`config.mk`:
```
export PLATFORM = sky130hd
export DESIGN_NAME = dadda_mul_seq
export DESIGN_NICKNAME = d
export VERILOG_FILES = /design/src/rtl/dadda_mul_pkg.sv /design/src/rtl/daddamul88.sv /design/src/rtl/dadda_mul_seq.sv
export SDC_FILE = /design/constraint.sdc
export NUM_CORES = 1
export LEC_CHECK = 0
export ABC_AREA = 1
export CAP_MARGIN = 20
export CORE_MARGIN = 2
export CORE_UTILIZATION = 56
export CTS_CLUSTER_SIZE = 16
export DETAILED_ROUTE_END_ITERATION = 8
export PLACE_DENSITY = 0.85
export SKIP_LAST_GASP = 1
export SLEW_MARGIN = 20
export SYNTH_ARGS = -nofsm -noshare
export SYNTH_HDL_FRONTEND = slang
export SYNTH_SLANG_ARGS = --single-unit
export TNS_END_PERCENT = 30
```
`constraint.sdc`:
```
create_clock -name clk -period 4.2 [get_ports clk]
set_input_delay 0.84 -clock clk [delete_from_list [all_inputs] [get_ports clk]]
set_output_delay 0.84 -clock clk [all_outputs]
set_load 0.05 [all_outputs]
```
`src/rtl/dadda_mul_pkg.sv`:
```
// ============================================================================
// Package : dadda_mul_pkg
// Shared types, constants and bit-level helpers for the Dadda multiplier slice
// Revision: 1.0
// ============================================================================
`default_nettype none

package dadda_mul_pkg;

  typedef enum logic [1:0] {
    IDLE = 2'd0,
    CALC = 2'd1,
    DONE = 2'd2
  } state_e;

  localparam int SLICE_W = 4;

  // Number of slice-pair partial products for one full-width multiply.
  function automatic int steps(input int in_w);
    return (in_w / SLICE_W) * (in_w / SLICE_W);
  endfunction

  // Half adder, result packed as {carry, sum}.
  function automatic logic [1:0] ha(input logic x, input logic y);
    return {x & y, x ^ y};
  endfunction

  // Full adder, result packed as {carry, sum}.
  function automatic logic [1:0] fa(input logic x, input logic y, input logic z);
    return {(x & y) | (z & (x ^ y)), x ^ y ^ z};
  endfunction

endpackage : dadda_mul_pkg

`default_nettype wire

```
`src/rtl/daddamul88.sv`:
```
// ============================================================================
// Module : daddamul88
// Combinational 4x4 unsigned Dadda multiplier (two reduction stages + final CPA)
// Revision: 1.0
// ============================================================================
`default_nettype none

module daddamul88
  import dadda_mul_pkg::*;
(
  input  logic [3:0] A,
  input  logic [3:0] B,
  output logic [7:0] Y
);

  // pp[i][j] = A[j] & B[i], weight i+j
  logic [3:0] pp [4];

  genvar gi;
  generate
    for (gi = 0; gi < 4; gi++) begin : g_pp_row
      assign pp[gi] = A & {4{B[gi]}};
    end
  endgenerate

  logic s1, c1, s2, c2;
  logic s3, c3, s4, c4, s5, c5, s6, c6;
  logic [7:0] row_x;
  logic [7:0] row_y;

  // Stage 1: column heights 4 -> 3
  assign {c1, s1} = ha(pp[0][3], pp[1][2]);
  assign {c2, s2} = ha(pp[1][3], pp[2][2]);

  // Stage 2: column heights 3 -> 2
  assign {c3, s3} = ha(pp[0][2], pp[1][1]);
  assign {c4, s4} = fa(s1, pp[2][1], pp[3][0]);
  assign {c5, s5} = fa(s2, pp[3][1], c1);
  assign {c6, s6} = fa(pp[2][3], pp[3][2], c2);

  assign row_x = {1'b0, pp[3][3], s6, s5, s4, s3, pp[0][1], pp[0][0]};
  assign row_y = {1'b0, c6, c5, c4, c3, pp[2][0], pp[1][0], 1'b0};

  assign Y = row_x + row_y;

endmodule : daddamul88

`default_nettype wire

```
`src/rtl/dadda_mul_seq.sv`:
```
// ============================================================================
// Module : dadda_mul_seq
// Multi-cycle IN_W x IN_W unsigned multiplier sharing one 4x4 Dadda core
// Revision: 1.0
// ============================================================================
`default_nettype none

module dadda_mul_seq
  import dadda_mul_pkg::*;
#(
  parameter int IN_W = 8
) (
  input  logic              clk,
  input  logic              rst_n,
  input  logic              in_valid,
  output logic              in_ready,
  input  logic [IN_W-1:0]   a_i,
  input  logic [IN_W-1:0]   b_i,
  output logic              out_valid,
  input  logic              out_ready,
  output logic [2*IN_W-1:0] product_o,
  output logic              busy_o
);

  localparam int SLICES = IN_W / SLICE_W;
  localparam int STEPS  = steps(IN_W);
  localparam int STEP_W = (STEPS > 1) ? $clog2(STEPS) : 1;
  localparam int P_W    = 2 * IN_W;

  localparam logic [STEP_W-1:0] C_SLICES    = STEP_W'(SLICES);
  localparam logic [STEP_W-1:0] C_LAST_STEP = STEP_W'(STEPS - 1);

  state_e              state_q, state_d;
  logic [STEP_W-1:0]   step_q,  step_d;
  logic [IN_W-1:0]     a_q,     a_d;
  logic [IN_W-1:0]     b_q,     b_d;
  logic [P_W-1:0]      acc_q,   acc_d;

  logic [STEP_W-1:0]   ai;
  logic [STEP_W-1:0]   bj;
  logic [STEP_W:0]     slice_sum;
  logic [SLICE_W-1:0]  slice_a;
  logic [SLICE_W-1:0]  slice_b;
  logic [7:0]          pp;
  logic [P_W-1:0]      term;
  logic                zero_op;

  // Slice selection: a-slice cycles fastest, b-slice advances once per row
  assign ai        = step_q % C_SLICES;
  assign bj        = step_q / C_SLICES;
  assign slice_sum = {1'b0, ai} + {1'b0, bj};

  always_comb begin
    slice_a = '0;
    slice_b = '0;
    for (int k = 0; k < SLICES; k++) begin
      if (ai == STEP_W'(k)) slice_a = a_q[k*SLICE_W +: SLICE_W];
      if (bj == STEP_W'(k)) slice_b = b_q[k*SLICE_W +: SLICE_W];
    end
  end

  daddamul88 u_core (
    .A (slice_a),
    .B (slice_b),
    .Y (pp)
  );

  assign term    = P_W'(pp) << {slice_sum, 2'b00};
  assign zero_op = (a_i == '0) || (b_i == '0);

  always_comb begin
    state_d = state_q;
    step_d  = step_q;
    a_d     = a_q;
    b_d     = b_q;
    acc_d   = acc_q;
    unique case (state_q)
      IDLE: begin
        if (in_valid) begin
          a_d     = a_i;
          b_d     = b_i;
          acc_d   = '0;
          step_d  = '0;
          state_d = zero_op ? DONE : CALC;
        end
      end
      CALC: begin
        acc_d = acc_q + term;
        if (step_q == C_LAST_STEP) begin
          state_d = DONE;
        end else begin
          step_d = step_q + 1'b1;
        end
      end
      DONE: begin
        if (out_ready) state_d = IDLE;
      end
      default: state_d = IDLE;
    endcase
  end

  always_ff @(posedge clk or negedge rst_n) begin
    if (!rst_n) begin
      state_q <= IDLE;
      step_q  <= '0;
      a_q     <= '0;
      b_q     <= '0;
      acc_q   <= '0;
    end else begin
      state_q <= state_d;
      step_q  <= step_d;
      a_q     <= a_d;
      b_q     <= b_d;
      acc_q   <= acc_d;
    end
  end

  // Handshake outputs decode the state register only, so in_ready never
  // depends combinationally on out_ready.
  assign in_ready  = (state_q == IDLE);
  assign out_valid = (state_q == DONE);
  assign busy_o    = (state_q != IDLE);
  assign product_o = acc_q;

endmodule : dadda_mul_seq

`default_nettype wire

```
Yosys cells after proc, flatten, opt, wreduce, memory -nomap -nowiden

Index checks and enable logic that the tools add are counted.

Register bits after elaboration: 36
Input bits: 20
Output and inout port bits: 19
Word-level logic and storage cells: 68

$add $sub $neg: 4
Equality and inequality tests: 7
Shift operators: 1
Muxes and demuxes: 14
Bitwise gates (word level): 25
Reduce and logical (&&, ||, !) cells: 12

Operators with widths:

| operator              | count |
|---|---|
| $pmux W16 S2          | 1 |
| $add A16 B16 Y16      | 1 |
| $and A4 B4 Y4         | 4 |
| $logic_not A8 Y1      | 2 |
| $mux W16              | 1 |
| $mux W4               | 4 |
| $shl A8 B4 Y16        | 1 |
| $mux W2               | 6 |
| $and A1 B1 Y1         | 9 |
| $xor A1 B1 Y1         | 9 |
| $add A7 B7 Y8         | 1 |
| $logic_not A2 Y1      | 3 |
| $ne A2 B2 Y1 const B  | 3 |
| $pmux W2 S3           | 1 |
| $reduce_and A3 Y1     | 2 |
| $eq A2 B2 Y1 const B  | 2 |
| $pmux W2 S2           | 1 |
| $reduce_and A2 Y1     | 2 |
| $reduce_bool A2 Y1    | 2 |
| $or A1 B1 Y1          | 3 |
| $add A1 B1 Y2         | 1 |
| $add A2 B1 Y2 const B | 1 |
| $eq A2 B1 Y1 const B  | 1 |
| $ne A2 B1 Y1 const B  | 1 |
| $logic_or A1 B1 Y1    | 1 |

Logic depth before layout (Yosys ltp)

Word-level depth: 12
Mapped depth: 29
Mapped depth without buffers: 29

Hierarchy

A second synthesis with hierarchy kept.

Cell total of the unflattened synthesis: 490
Area, all modules: 3129.3 um2

Modules (own cells, without submodules):

| module        | instances | cells an instance | area an instance (um2) |
|---|---|---|---|
| dadda_mul_seq | 1         | 415               | 2671.3 |
| daddamul88    | 1         | 75                | 457.9 |

Worst setup path before layout

OpenSTA, ideal clock, no wires.

Kind: reg-to-reg
Start: reg step_q[0]
End: reg acc_q[15], in the netlist product_o[15]
Setup time: 0.118 ns
Data arrival time: 3.771 ns
Required time: 4.082 ns
Slack: 0.311 ns
Stages on the path, launching flop included: 27
Cells stage by stage: dfrtp_1 buf_2 o21ai_0 nor2_1 ha_1 inv_1 fa_1 inv_1 ha_1 nand2_1 nand2_1 nand2_1 nand3_1 xnor2_1 nand2_1 o21ai_0 nor2_1 ha_1 a21oi_1 and2_4 nand2_2 nand2_1 nand2_1 inv_1 nand3_1 nand3_1 nand2_1

Cells in the longest elaborated chain, start to end: 12

Ends and longest elaborated chain:

| what                   | RTL line             | text |
|---|---|---|
| start, declared        | dadda_mul_seq.sv:34  | `logic [STEP_W-1:0] step_q, step_d;` |
| start signal, assigned | dadda_mul_seq.sv:111 | `step_q <= step_d;` |
| $logic_not A2 Y1       | dadda_mul_seq.sv:57  | `if (ai == STEP_W'(k)) slice_a = a_q[k*SLICE_W +: SLICE_W];` |
| $mux W4 (2 in series)  | dadda_mul_seq.sv:57  |  |
| $and A4 B4 Y4          | daddamul88.sv:22     | `assign pp[gi] = A & {4{B[gi]}};` |
| $xor A1 B1 Y1          | dadda_mul_pkg.sv:25  | `return {x & y, x ^ y};` |
| $xor A1 B1 Y1          | dadda_mul_pkg.sv:30  | `return {(x & y) \| (z & (x ^ y)), x ^ y ^ z};` |
| $and A1 B1 Y1          | dadda_mul_pkg.sv:30  |  |
| $or A1 B1 Y1           | dadda_mul_pkg.sv:30  |  |
| $add A7 B7 Y8          | daddamul88.sv:44     | `assign Y = row_x + row_y;` |
| $shl A8 B4 Y16 (*)     | dadda_mul_seq.sv:68  | `assign term = P_W'(pp) << {slice_sum, 2'b00};` |
| $add A16 B16 Y16 (*)   | dadda_mul_seq.sv:88  | `acc_d = acc_q + term;` |
| $pmux W16 S2 (*)       | dadda_mul_seq.sv:77  | `unique case (state_q)` |
| end signal, assigned   | dadda_mul_seq.sv:108 | `acc_q <= '0;` |
| end signal, assigned   | dadda_mul_seq.sv:114 | `acc_q <= acc_d;` |
| end, declared          | dadda_mul_seq.sv:37  | `logic [P_W-1:0] acc_q, acc_d;` |

Mark *: on every way between the ends. The rest lies on a longest branch, timed or not.
A chain may end at the register's enable or synchronous reset.

Final worst setup path

Start: reg step_q[1]
End: reg acc_q[15], in the netlist product_o[15]

Cells in the longest elaborated chain, start to end: 12

Ends and longest elaborated chain:

| what                  | RTL line            | text |
|---|---|---|
| $logic_not A2 Y1      | dadda_mul_seq.sv:58 | `if (bj == STEP_W'(k)) slice_b = b_q[k*SLICE_W +: SLICE_W];` |
| $mux W4 (2 in series) | dadda_mul_seq.sv:58 |  |
| $and A4 B4 Y4         | daddamul88.sv:22    |  |
| $xor A1 B1 Y1         | dadda_mul_pkg.sv:25 |  |
| $xor A1 B1 Y1         | dadda_mul_pkg.sv:30 |  |
| $and A1 B1 Y1         | dadda_mul_pkg.sv:30 |  |
| $or A1 B1 Y1          | dadda_mul_pkg.sv:30 |  |
| $add A7 B7 Y8         | daddamul88.sv:44    |  |
| $shl A8 B4 Y16 (*)    | dadda_mul_seq.sv:68 |  |
| $add A16 B16 Y16 (*)  | dadda_mul_seq.sv:88 |  |
| $pmux W16 S2 (*)      | dadda_mul_seq.sv:77 |  |

Marked as above.

==> summary by stage <==
Routing
Summed over all layers, the routed wires come to about 8 mm. The length of the first detailed-routing pass in iterations is 5. Once detail routing completed, the nets flagged for antenna violations numbered 0. In this run, the number of DRC markers left after iteration 0 of detailed routing was 200.

After detailed routing, the number of remaining DRC violations is 0. The wire length per cell after detailed routing is 14.4 um. The detail-routed via count per cell is 5.53. The total via count in the routed design is approximately 3000.

Timing
The final-report max-slew violation count is 0. On the final layout, the worst clock skew is approximately 8.0 ps. Headroom to the max-slew limit came out at 0.628. Based on the critical path, the design can be clocked at up to roughly 0.24 GHz. Dividing the final minimum period by the clock period gives 0.977. The final setup violation count is 0. For the pin with the worst max-slew slack, the measured transition is between 500 and 600 ps. The worst hold slack is 478 ps. Setup repair after global routing could not meet its margin everywhere. The number of hold violations in the final report is 0. The shortest period the worst path allows is between 4000 and 5000 ps.

Worst setup path
Along the worst path, the maximum fanout reaches 5. In this design, the critical path's most frequently occurring cell is sky130_fd_sc_hd__nand2_1. The buffer and inverter count on the worst path is 5.

STA puts the critical path data required time at approximately 4400 ps. STA classifies the critical path endpoint as a flop. On the worst path, the slowest cell contributes a delay of between 500 and 600 ps. Data on the critical path arrives at its endpoint at 4290 ps. The slowest library cell on the worst path is sky130_fd_sc_hd__fa_1.

The worst setup path is of the reg -> reg kind. Among cell families on the critical path, the largest total delay comes from adder cells. The kind of start point of the critical path is a flop.

Clocking
TritonCTS built the clock tree. The longest clock path from root to sink contains 2 buffers. The clock transition at the registers of the reported paths is about 70 ps. The H-tree depth is 2. The TritonCTS sink count is 36.

The hold buffer count at CTS is 0. The number of clock buffers added by TritonCTS is 5. The buffer type at the clock tree root is sky130_fd_sc_hd__clkbuf_8. For the worst-skew pair, the clock arrives at the later sink with an insertion delay of approximately 290 ps.

Global route
The first global-routing pass estimated approximately 13 mm of wire. The pin count of the biggest net entering global routing is 37. After global routing the overflow that remains totals 0. In the global route stage, overall resource usage came out at 0.269. The number of antenna violations at the first check in global routing is 0. The number of global-route vias before repair is approximately 2800.

Finish
The share of final-layout standard cells stronger than drive strength 1 is 0.183. Compared with the post-synthesis result, the final layout area differs by 29.8%. The number of antenna diodes in the final layout is 0.

The number of nets in the final layout is 529. Across the whole layout, storage elements account for roughly 900 um2. The layout has 418 filler cells. The multi-input combinational cells in the finished layout cover a total of around 2000 um2. Once layout is done, the placed cells without fillers occupy 3840 um2.

Floorplanning
The floorplan step defined a core boundary enclosing slightly above 5000 um2. The y dimension of the die is 76.7 um. Measured along the x axis, the die boundary spans between 70 and 80 um. The die covers 5880 um2.

After floorplanning, the core was divided into 26 placement rows. For this configuration, the core starts out at a cell density of 0.580. Pin placement for this block handled 39 I/O pins.

Logic synthesis
Of the total synthesized cell area, the portion taken by XOR and XNOR cells is 0.0148. The number of flip-flops and latches in the synthesized netlist is 36. Of the total synthesized cell area, the portion taken by full adders, half adders and majority gates is 0.139.

The cell count after synthesis is approximately 420. Dividing the synthesized area by the synthesized cell count gives between 7 and 8 um2. By area, the combinational part of the netlist is dominated by simple AND/OR/NAND/NOR gates.

The fraction of the mapped netlist area in compound gates is 0.136. The share of synthesized area occupied by flip-flops and latches is 0.304. The post-synthesis net count is around 470. The cell area that synthesis handed to floorplanning was slightly below 3000 um2. Of the total synthesized cell area, the portion taken by AND, OR, NAND and NOR gates is 0.317. The total number of yosys warnings is 0. The synthesized netlist contains 35 unique library cells. The portion of synthesized area spent on multiplexers is 0.00676.

Status
The flow ran to the end, and the final reports show no timing, DRC or antenna violations.

Run
The count of maximum capacitance violations is 0.

Hold path
The worst hold path belongs to the class reg -> reg.

Placed design
In this run the cell area measured after placement is about 3500 um2. The global placer's final weighted congestion is about 0.94. The placed wire-length estimate after detailed placement is 5.67 mm.

The count of buffers added on input and output ports is 38.
## kinds of logic after synthesis
kind of cell | Yosys count
simple gates | 213
flops | 36
xor+xnor | 5
compound gates | 74
buf+inv | 59
fa+ha+maj | 30
mux | 2
## through the flow
stage	utilization	worst slack, ps	cells	TNS, ps
final	0.752	97.9	550	0
after global routing	0.752	-108	550	-550
after CTS	0.708	-17.6	543	-20.2
after detailed placement	0.681	-218	533	-1410
after global placement	0.681	-125	533	-505
after floorplan	-	311	419	0
## worst min-delay path: cells and delay by family, from the launching register on
family           cells  cell delay (ps)
flip-flops           1              340
AND/OR/NAND/NOR      2              110
## cell usage in the layout, fill, tap and decap left out, types with 4 or more instances in the layout
| cell | instances |
|---|---|
| sky130_fd_sc_hd__o21ai_1 | 14 |
| sky130_fd_sc_hd__nor2_4 | 4 |
| sky130_fd_sc_hd__nand4_1 | 4 |
| sky130_fd_sc_hd__o21ai_0 | 19 |
| sky130_fd_sc_hd__nor2_1 | 34 |
| sky130_fd_sc_hd__dfrtp_1 | 35 |
| sky130_fd_sc_hd__clkbuf_8 | 6 |
| sky130_fd_sc_hd__nor2_2 | 5 |
| sky130_fd_sc_hd__ha_4 | 5 |
| sky130_fd_sc_hd__nand2_2 | 4 |
| sky130_fd_sc_hd__fa_1 | 5 |
| sky130_fd_sc_hd__clkdlybuf4s50_1 | 38 |
| sky130_fd_sc_hd__a21oi_1 | 16 |
| sky130_fd_sc_hd__o21ai_2 | 4 |
| sky130_fd_sc_hd__buf_4 | 21 |
| sky130_fd_sc_hd__inv_2 | 5 |
| sky130_fd_sc_hd__nand2_1 | 122 |
| sky130_fd_sc_hd__nand3_1 | 18 |
| sky130_fd_sc_hd__inv_1 | 47 |
| sky130_fd_sc_hd__a21oi_2 | 7 |
| sky130_fd_sc_hd__ha_1 | 18 |
| sky130_fd_sc_hd__or2_2 | 8 |
## synthesized netlist by cell type
master | n | area, um2
sky130_fd_sc_hd__nor2_4 | 4 | 45.0
sky130_fd_sc_hd__or2_2 | 8 | 50.1
sky130_fd_sc_hd__nor4_1 | 3 | 18.8
sky130_fd_sc_hd__nand3_2 | 1 | 10.0
sky130_fd_sc_hd__a21oi_1 | 24 | 120
sky130_fd_sc_hd__o21ai_2 | 1 | 8.76
sky130_fd_sc_hd__nand3b_1 | 2 | 15.0
sky130_fd_sc_hd__xor2_1 | 2 | 17.5
sky130_fd_sc_hd__nor2_1 | 39 | 146
sky130_fd_sc_hd__nand4_1 | 4 | 25.0
sky130_fd_sc_hd__a21o_1 | 3 | 22.5
sky130_fd_sc_hd__or2_1 | 1 | 6.26
sky130_fd_sc_hd__inv_1 | 48 | 180
sky130_fd_sc_hd__dfrtp_1 | 36 | 901
sky130_fd_sc_hd__nor3_1 | 2 | 10.0
sky130_fd_sc_hd__a22o_1 | 2 | 17.5
sky130_fd_sc_hd__o21bai_1 | 3 | 22.5
sky130_fd_sc_hd__inv_2 | 4 | 15.0
sky130_fd_sc_hd__fa_1 | 5 | 100
sky130_fd_sc_hd__buf_6 | 2 | 22.5
sky130_fd_sc_hd__o21ai_1 | 9 | 45.0
sky130_fd_sc_hd__buf_2 | 2 | 10.0
sky130_fd_sc_hd__and2_4 | 1 | 8.76
sky130_fd_sc_hd__nand2_2 | 3 | 18.8
sky130_fd_sc_hd__mux2i_1 | 2 | 20.0
sky130_fd_sc_hd__nand2_1 | 124 | 465
sky130_fd_sc_hd__nor2_8 | 1 | 20.0
sky130_fd_sc_hd__inv_4 | 1 | 6.26
sky130_fd_sc_hd__nand3_1 | 20 | 100
sky130_fd_sc_hd__o22ai_1 | 3 | 18.8
sky130_fd_sc_hd__xnor2_1 | 3 | 26.3
sky130_fd_sc_hd__o21ai_0 | 28 | 140
sky130_fd_sc_hd__a31oi_1 | 1 | 6.26
sky130_fd_sc_hd__clkbuf_1 | 2 | 7.51
sky130_fd_sc_hd__ha_1 | 25 | 313
## final timing paths
path	cells after the start	start	slack [ps]	end
hold reg to reg	2	a_q[0]$_DFFE_PN0P_	480	a_q[0]$_DFFE_PN0P_
min in group asynchronous	2	rst_n	950	product_o[1]$_DFFE_PN0P_
hold / removal	2	a_q[0]$_DFFE_PN0P_	480	a_q[0]$_DFFE_PN0P_
setup reg to reg	27	step_q[1]$_DFFE_PN0P_	100	product_o[15]$_DFFE_PN0P_
max in group asynchronous	2	rst_n	2860	step_q[1]$_DFFE_PN0P_
setup / recovery	27	step_q[1]$_DFFE_PN0P_	100	product_o[15]$_DFFE_PN0P_
## state kept, by name (all words and copies together) (netlist names)
signal	flops
a_q	8
b_q	8
product_o	16
state_q	2
step_q	2
## what timing repair did
item,4_1_cts,5_1_grt
endpoints found under the hold margin,0,0
pin swaps,0,15
setup endpoints to repair,9,11
setup buffers,2,7
resized for setup,7,44
## routing by layer
metal  up-vias  wire length (um)  global-route usage
li1       1479                 -                   -
met1      1438              3350               0.330
met2       102              3930               0.475
met3        23               420              0.0506
met4         0               199              0.0873
met5         -                 0                   0
## cell type report
class / count / share of cell area
flip-flops and latches: 36 / 0.235
repair buffers: 59 / 0.140
clock inverters: 2 / 0.00391
multi-input cells: 324 / 0.524
inverters: 53 / 0.0524
well taps: 70 / 0.0228
clock buffers: 6 / 0.0215
Power is not shown: default switching activity piles up to over one toggle a cycle in this logic, so the estimate is an artifact.
